$ cat src/rtl/square.sv
// Iterative unsigned squarer: y = x*x by shift-and-add,
// one operand bit per clock, WIDTH cycles per operation.
module square #(
  parameter int WIDTH = 8
) (
  input  logic               clk_i,
  input  logic               rst_i,
  input  logic [WIDTH-1:0]   x_bi,
  input  logic               start_i,
  output logic               busy_o,
  output logic               done_o,
  output logic [2*WIDTH-1:0] y_bo
);

  localparam int CW = $clog2(WIDTH + 1);
  localparam logic [CW-1:0] LAST = CW'(WIDTH - 1);

  typedef enum logic {
    IDLE,
    WORK
  } state_t;

  state_t state_q;
  state_t state_d;

  logic [2*WIDTH-1:0] mcand_q;
  logic [WIDTH-1:0]   mplier_q;
  logic [2*WIDTH-1:0] acc_q;
  logic [2*WIDTH-1:0] acc_nxt;
  logic [CW-1:0]      cnt_q;
  logic [2*WIDTH-1:0] y_q;
  logic               done_q;
  logic               last;

  // mcand holds operand << i, mplier[0] holds operand bit i
  assign acc_nxt = acc_q + (mplier_q[0] ? mcand_q : '0);
  assign last    = (cnt_q == LAST);

  always_comb begin
    state_d = state_q;
    unique case (state_q)
      IDLE: if (start_i) state_d = WORK;
      WORK: if (last) state_d = IDLE;
      default: state_d = IDLE;
    endcase
  end

  always_ff @(posedge clk_i or posedge rst_i) begin
    if (rst_i) begin
      state_q  <= IDLE;
      mcand_q  <= '0;
      mplier_q <= '0;
      acc_q    <= '0;
      cnt_q    <= '0;
      y_q      <= '0;
      done_q   <= 1'b0;
    end else begin
      state_q <= state_d;
      done_q  <= 1'b0;
      unique case (state_q)
        IDLE: begin
          if (start_i) begin
            mcand_q  <= {{WIDTH{1'b0}}, x_bi};
            mplier_q <= x_bi;
            acc_q    <= '0;
            cnt_q    <= '0;
          end
        end
        WORK: begin
          acc_q    <= acc_nxt;
          mcand_q  <= mcand_q << 1;
          mplier_q <= mplier_q >> 1;
          cnt_q    <= cnt_q + CW'(1);
          if (last) begin
            y_q    <= acc_nxt;
            done_q <= 1'b1;
          end
        end
        default: ;
      endcase
    end
  end

  assign busy_o = (state_q == WORK);
  assign done_o = done_q;
  assign y_bo   = y_q;

endmodule

$ cat config.mk
export PLATFORM = sky130hd
export DESIGN_NAME = square
export DESIGN_NICKNAME = d
export VERILOG_FILES = /design/src/rtl/square.sv
export SDC_FILE = /design/constraint.sdc
export NUM_CORES = 1
export LEC_CHECK = 0
export CAP_MARGIN = 20
export CELL_PAD_IN_SITES_DETAIL_PLACEMENT = 2
export CELL_PAD_IN_SITES_GLOBAL_PLACEMENT = 2
export CORE_ASPECT_RATIO = 0.6
export CORE_MARGIN = 4
export CORE_UTILIZATION = 33
export DETAILED_ROUTE_END_ITERATION = 10
export PLACE_DENSITY_LB_ADDON = 0.1
export SLEW_MARGIN = 20
export SYNTH_ARGS = -nofsm -noshare
export SYNTH_HDL_FRONTEND = slang
export SYNTH_SLANG_ARGS = --single-unit
export TNS_END_PERCENT = 50
$ cat constraint.sdc
create_clock -name clk_i -period 2.4 [get_ports clk_i]
set_clock_uncertainty 0.15 [all_clocks]
set_input_delay 0.48 -clock clk_i [delete_from_list [all_inputs] [get_ports clk_i]]
set_output_delay 0.48 -clock clk_i [all_outputs]
set_load 0.03 [all_outputs]
==> results.json, run 1 <==
{
  "place_area_sq_um": 4184,
  "finalInstanceArea_sq_um": 4853,
  "library_cell_occupying_the_most_area_in_the_post_synthesis_netlist": "sky130_fd_sc_hd__dfrtp_1",
  "grt_max_degree": 57,
  "post-dp-hpwl_um": 8619,
  "synth.yosys.seq_area_share_pct": 43.86,
  "synthArstFlopShare_pct": 100.0,
  "yosysWarnings": 0,
  "grt.total_usage_pct": 21.04,
  "critical_path_required_ns": 2.45,
  "timing.final.ws_setup_ns": -0.06443,
  "critical_path.max_fanout": 8,
  "arrival_ns": 2.51,
  "report.final.setup_viol": 10,
  "register_area_sq_um": 1553,
  "floorplan.io_pins": 29,
  "syn-cell-area_sq_um": 3537,
  "die_y_um": 88.20,
  "multi_input_area_sq_um": 2177,
  "grt-ovfl-total": 0,
  "start_util_pct": 34.82,
  "timing.max_slew.rel_slack_pct": 61.51,
  "drt-vias-per-instance": 5.436,
  "post_cts_hold_buffer_count": 0,
  "fill_cells": 1059,
  "worstSkewPairLatency_ns": 0.33,
  "cts_made_buffers": 9,
  "power.static_leakage_nw": 2.119,
  "layout-drive-gt1-share_pct": 26.20,
  "commonest_non_fill_non_tap_cell_in_the_layout": "sky130_fd_sc_hd__nand2_1",
  "hold_slack_ns": 0.3214,
  "worst_slew_pin_slew_ns": 0.5773,
  "grt_pass1_wl_um": 20010,
  "drt-wirelength-per-cell_um": 22.83,
  "cts_tree": "yes",
  "synthesis.nets": 399,
  "drc": 0,
  "crit_path_end_kind": "flip-flop",
  "die_width_um": 141.7,
  "synth.distinct_cells": 60,
  "cts-htree-levels": 3,
  "drt_first_pass_iters": 4,
  "clkSinkCount": 62,
  "setup.worst_path.class": "flip-flop to flip-flop",
  "critical_path.startpoint_type": "flip-flop",
  "fin_crit_sh_pct": 102.7,
  "finalHoldViolCount": 0,
  "synth.top_cell.area_share_pct": 43.86,
  "final_antenna_net_count": 0,
  "syn-instance-count": 371,
  "buffer_cell_driving_the_clock_tree_root": "sky130_fd_sc_hd__clkbuf_16",
  "slew_viol_final": 0,
  "synth.ff_latch_count": 62,
  "finalCriticalPeriod_ns": 2.464,
  "maxCapViolCount": 0,
  "std_cell_rows": 28,
  "synth-edff-count": 0,
  "utilization_pct": 47.77,
  "first_global_vias": 3387,
  "worst_min_delay_path_class": "flip-flop to flip-flop",
  "syn-mean-instance-area_sq_um": 9.534,
  "syn_to_final_growth_pct": 37.21,
  "num-nets-final": 462,
  "diodes": 0,
  "p_per_area_nw_per_um2": 1198,
  "routed_wirelength_um": 13100,
  "layout.cells.most_common_list": "72 x sky130_fd_sc_hd__nand2_1, 61 x sky130_fd_sc_hd__dfrtp_1, 42 x sky130_fd_sc_hd__buf_4",
  "path_clk_slew_ns": 0.06,
  "vdd.ir_drop.worst_mv": 0.5311,
  "fp.dieArea_sq_um": 12490,
  "io_buffer_count": 28,
  "outcome": "finished, violations left",
  "first_iter_violations": 189,
  "failed_checks": "negative setup slack",
  "max_clock_freq_mhz": 405.8,
  "synth_top_cells_by_area": "sky130_fd_sc_hd__dfrtp_1 44%, sky130_fd_sc_hd__nand2_1 7.6%, sky130_fd_sc_hd__ha_1 5.7%",
  "number_of_antenna_violations_at_the_first_check_in_global_routing": 0,
  "rsz0062_at_grt": "true",
  "dominantRegCellSynth": "sky130_fd_sc_hd__dfrtp_1",
  "design.core.area_sq_um": 10160,
  "vias": 3120,
  "gp_routability_congestion": 0.8381,
  "clockBufferDepth": 2
}
[where the power goes]
group          internal [mW]  leakage [nW]  switching (mW)  total (mW)
logic                   1.17          1.19            1.67        2.84
clock network          0.721         0.132           0.467        1.19
registers               1.44         0.793           0.347        1.79
total                   3.33          2.12            2.48        5.81
[metrics by stage]
stage	cells	total power, mW	setup TNS, ns	setup WS, ns
2_1_floorplan	371	3.216	0	0.005230
3_3_place_gp	551	4.045	0	0.02167
3_5_place_dp	551	4.185	-0.4366	-0.07856
4_1_cts	572	5.585	0	0.001952
5_1_grt	574	6.213	-1.726	-0.1831
6_report	574	5.812	-0.2606	-0.06443
[synthesized netlist by cell type, types with 3 or more instances]
cell,instances
sky130_fd_sc_hd__nand3_1,8
sky130_fd_sc_hd__and3_1,3
sky130_fd_sc_hd__a21oi_1,11
sky130_fd_sc_hd__nor3_2,3
sky130_fd_sc_hd__xor2_1,6
sky130_fd_sc_hd__xnor2_1,5
sky130_fd_sc_hd__o21ai_0,38
sky130_fd_sc_hd__clkbuf_8,3
sky130_fd_sc_hd__a21o_1,6
sky130_fd_sc_hd__nand4_1,7
sky130_fd_sc_hd__inv_1,6
sky130_fd_sc_hd__and2_1,16
sky130_fd_sc_hd__a21oi_2,4
sky130_fd_sc_hd__a31oi_1,3
sky130_fd_sc_hd__o22ai_1,7
sky130_fd_sc_hd__or3_1,3
sky130_fd_sc_hd__nand2_1,72
sky130_fd_sc_hd__o21ai_1,7
sky130_fd_sc_hd__nor2_1,11
sky130_fd_sc_hd__buf_2,3
sky130_fd_sc_hd__mux2i_1,16
sky130_fd_sc_hd__ha_1,16
sky130_fd_sc_hd__dfrtp_1,62
sky130_fd_sc_hd__clkbuf_1,13
[what timing repair did]
item,4_1_cts,5_1_grt
gates resized for setup,25,28
pin swaps,14,16
buffers inserted,5,4
endpoints found under the setup margin,16,22
[routing by layer]
metal / vias to the layer above / GRT usage, % / part of all wire [%]
li1: 1442 / - / -
met1: 1621 / 30.83 / 49
met2: 48 / 31.99 / 47
met3: 9 / 4.474 / 3.2
met4: 0 / 4.791 / 0.71
met5: - / 0 / 0
[worst paths after layout]
path / start / endpoint / slack (ns) / cells past startpoint
min in group asynchronous: rst_i / acc_q[1]$_DFFE_PP0P_ / 0.33 / 2
hold reg to reg: y_bo[8]$_DFFE_PP0P_ / y_bo[8]$_DFFE_PP0P_ / 0.32 / 2
setup / recovery: mplier_q[0]$_DFFE_PP0P_ / acc_q[14]$_DFFE_PP0P_ / -0.06 / 8
setup reg to reg: mplier_q[0]$_DFFE_PP0P_ / acc_q[14]$_DFFE_PP0P_ / -0.06 / 8
hold / removal: y_bo[8]$_DFFE_PP0P_ / y_bo[8]$_DFFE_PP0P_ / 0.32 / 2
max in group asynchronous: rst_i / mcand_q[13]$_DFFE_PP0P_ / 1.13 / 3
[cell families after synthesis]
| family | count (synthesis) | synth area share, % |
|---|---|---|
| simple gates | 136 | 18.71 |
| compound gates | 100 | 19.49 |
| flops | 62 | 43.86 |
| buf+inv | 29 | 4.457 |
| fa+ha+maj | 17 | 6.226 |
| mux | 16 | 4.528 |
| xor+xnor | 11 | 2.724 |
[worst max-delay path, cell delays in order, from the launching register on]
cell and delay [ns]:
sky130_fd_sc_hd__dfrtp_2 0.45, sky130_fd_sc_hd__and2_1 0.20, sky130_fd_sc_hd__ha_4 0.31, sky130_fd_sc_hd__buf_4 0.12, sky130_fd_sc_hd__and3_1 0.24, sky130_fd_sc_hd__a2bb2oi_4 0.11
sky130_fd_sc_hd__a221oi_4 0.45, sky130_fd_sc_hd__or3_1 0.19, sky130_fd_sc_hd__nand3_1 0.09
[final cells by class]
type	instances	area share (%)
Multi-Input combinational cell	280	44.86
Clock buffer	12	5.079
Clock inverter	4	0.4640
Sequential cell	62	31.99
Inverter	7	0.5414
Tap cell	135	3.480
Timing Repair Buffer	74	13.59
[flip-flops by register name, indices dropped and copies added, names as in the netlist]
signal and cells:
y_bo 16, done_o 1, acc_q 16, mplier_q 8, mcand_q 16, cnt_q 4, busy_o 1
Power figures use the tool's default switching activity.
==> inputs of run 2 (changes only) <==
--- a/config.mk
+++ b/config.mk
@@ -10,7 +10,8 @@
 export CELL_PAD_IN_SITES_GLOBAL_PLACEMENT = 2
 export CORE_ASPECT_RATIO = 0.6
 export CORE_MARGIN = 4
-export CORE_UTILIZATION = 33
+export CORE_UTILIZATION = 35
+export CTS_CLUSTER_SIZE = 16
 export DETAILED_ROUTE_END_ITERATION = 10
 export PLACE_DENSITY_LB_ADDON = 0.1
 export SLEW_MARGIN = 20
==> constraint.sdc (replaced) <==
create_clock -name clk_i -period 3.2 [get_ports clk_i]
set_clock_uncertainty 0.15 [all_clocks]
set_input_delay 0.64 -clock clk_i [delete_from_list [all_inputs] [get_ports clk_i]]
set_output_delay 0.64 -clock clk_i [all_outputs]
set_load 0.03 [all_outputs]
==> run 2 against run 1 <==
  * The run now ends clean
  * Total power shrank 32%
  * Non-clock buffer count shrank 40
  * Sequential power shrank 27%
  * Critical path depth is the same
  * Core utilization shrank 4.9 points
==> results.json, run 2 (synthesized netlist as in run 1, its figures left out) <==
{
  "fin_crit_sh_pct": 84.90,
  "drt-wirelength-per-cell_um": 19.44,
  "setup.worst_path.class": "flip-flop to flip-flop",
  "worst_min_delay_path_class": "flip-flop to flip-flop",
  "slew_viol_final": 0,
  "max_stage_delay_ns": 0.52,
  "std_cell_rows": 28,
  "routed_wirelength_um": 10360,
  "cts_tree": "yes",
  "cell_count_of_the_worst_hold_path": 2,
  "timing.reg2reg.worst_path_depth": 8,
  "clockBufferDepth": 2,
  "register_area_sq_um": 1551,
  "cts-htree-levels": 3,
  "floorplan.io_pins": 29,
  "multi_input_area_sq_um": 1828,
  "arrival_ns": 2.75,
  "syn_to_final_growth_pct": 19.24,
  "grt.total_usage_pct": 19.08,
  "clkSinkCount": 62,
  "fill_cells": 1041,
  "max_clock_freq_mhz": 368.1,
  "critical_path.max_fanout": 17,
  "highest-signal-layer": "met4",
  "crit_path_cells": "and2_1 > ha_1 > fa_1 > a21o_1 > a2bb2oi_2 > nor2b_1 > xor2_1 > o22ai_1",
  "diodes": 0,
  "timing.setup.tns_ns": 0,
  "r2r_start": "mplier_q[0]$_DFFE_PP0P_",
  "post-cts-setup-buffer-count": 0,
  "timing.critical_path.slowest_stage_cell": "sky130_fd_sc_hd__dfrtp_1",
  "drt-vias-per-instance": 5.343,
  "first_global_vias": 3135,
  "post-dp-hpwl_um": 7242,
  "num-nets-final": 422,
  "io_buffer_count": 28,
  "path_clk_slew_ns": 0.05,
  "design.core.area_sq_um": 9844,
  "first_iter_violations": 157,
  "power.static_leakage_nw": 1.875,
  "hold_end": "y_bo[0]$_DFFE_PP0P_",
  "drt_first_pass_iters": 4,
  "layout-drive-gt1-share_pct": 9.799,
  "worst_slew_pin_slew_ns": 0.5425,
  "die_y_um": 85.87,
  "utilization_pct": 42.84,
  "gp_routability_congestion": 0.7693,
  "finalCriticalPeriod_ns": 2.717,
  "grt-ovfl-total": 0,
  "drc": 0,
  "number_of_antenna_violations_at_the_first_check_in_global_routing": 0,
  "report.final.setup_viol": 0,
  "grt_pass1_wl_um": 17260,
  "r2r_setup_slack_ns": 0.48,
  "route.met2.wl_um": 4338,
  "cts_made_buffers": 9,
  "m1WireLength_um": 5536,
  "critical_path_required_ns": 3.23,
  "commonest_non_fill_non_tap_cell_in_the_layout": "sky130_fd_sc_hd__nand2_1",
  "outcome": "completed",
  "critical_path.startpoint_type": "flip-flop",
  "final_antenna_net_count": 0,
  "grt_max_degree": 56,
  "crit_path_end_kind": "flip-flop",
  "timing.max_slew.rel_slack_pct": 63.83,
  "rsz0062_at_grt": "false",
  "vias": 2848,
  "buffer_cell_driving_the_clock_tree_root": "sky130_fd_sc_hd__clkbuf_16",
  "maxCapViolCount": 0,
  "worstSkewPairLatency_ns": 0.33,
  "pre_cts_ws_ns": 0.4941,
  "p_per_area_nw_per_um2": 936.0,
  "vdd.ir_drop.worst_mv": 0.4481,
  "start_util_pct": 35.93,
  "die_width_um": 137.8,
  "fp.dieArea_sq_um": 11830,
  "finalHoldViolCount": 0,
  "layout.cells.most_common_list": "72 x sky130_fd_sc_hd__nand2_1, 62 x sky130_fd_sc_hd__dfrtp_1, 38 x sky130_fd_sc_hd__o21ai_0",
  "hold_path.startpoint": "y_bo[0]$_DFFE_PP0P_",
  "postCtsResizedCells": 0,
  "crit-reg2reg-capture": "acc_q[6]$_DFFE_PP0P_",
  "routed-wl-met3_um": 419,
  "timing.final.ws_setup_ns": 0.4832,
  "post_cts_hold_buffer_count": 0
}
==> run 2: worst max-delay path: cells and delay by family, from the launching register on <==
family | cells | cell delay [ns]
and+or+nand+nor | 2 | 0.42
xor gates and xnor gates | 1 | 0.22
AOI/OAI and AO/OA | 3 | 0.60
adders and majority gates | 2 | 0.66
DFF | 1 | 0.52
==> run 2: final cells by class <==
| class | count | share of cell area [%] |
|---|---|---|
| flip-flops and latches | 62 | 36.78 |
| inverters | 7 | 0.6230 |
| well taps | 135 | 4.005 |
| multi-input cells | 280 | 43.34 |
| repair buffers | 34 | 8.009 |
| clock inverters | 4 | 1.721 |
| clock buffers | 11 | 5.518 |
==> run 2: layer usage <==
layer	up-vias	global-route usage, %
li1	1369	-
met4	0	3.767
met3	6	4.748
met5	-	0
met1	1430	29.01
met2	43	27.48
==> run 2: power by group <==
part	switching [mW]	internal (mW)	leakage [nW]
combinational	1.01	0.602	0.935
clock	0.350	0.676	0.146
sequential	0.227	1.08	0.795
total	1.59	2.36	1.88
==> run 2: worst max-delay path by stage <==
stage	start	end	cells past startpoint
global placement	mplier_q[0]$_DFFE_PP0P_	y_bo[14]$_DFFE_PP0P_	8
global route	mplier_q[0]$_DFFE_PP0P_	y_bo[6]$_DFFE_PP0P_	8
detailed placement	mplier_q[0]$_DFFE_PP0P_	y_bo[14]$_DFFE_PP0P_	8
floorplan	mplier_q[0]$_DFFE_PP0P_	acc_q[14]$_DFFE_PP0P_	9
finish	mplier_q[0]$_DFFE_PP0P_	acc_q[6]$_DFFE_PP0P_	8
CTS	mplier_q[0]$_DFFE_PP0P_	y_bo[14]$_DFFE_PP0P_	8
==> run 2: metrics by stage <==
stage	std cells	hold slack, ns	power, mW	area (sq um)
2_1_floorplan	371	0.2918	2.403	3537
3_3_place_gp	518	0.3102	2.854	3913
3_5_place_dp	518	0.3162	2.935	3913
4_1_cts	533	0.3297	4.002	4218
5_1_grt	533	0.3684	4.236	4218
6_report	533	0.3263	3.948	4218
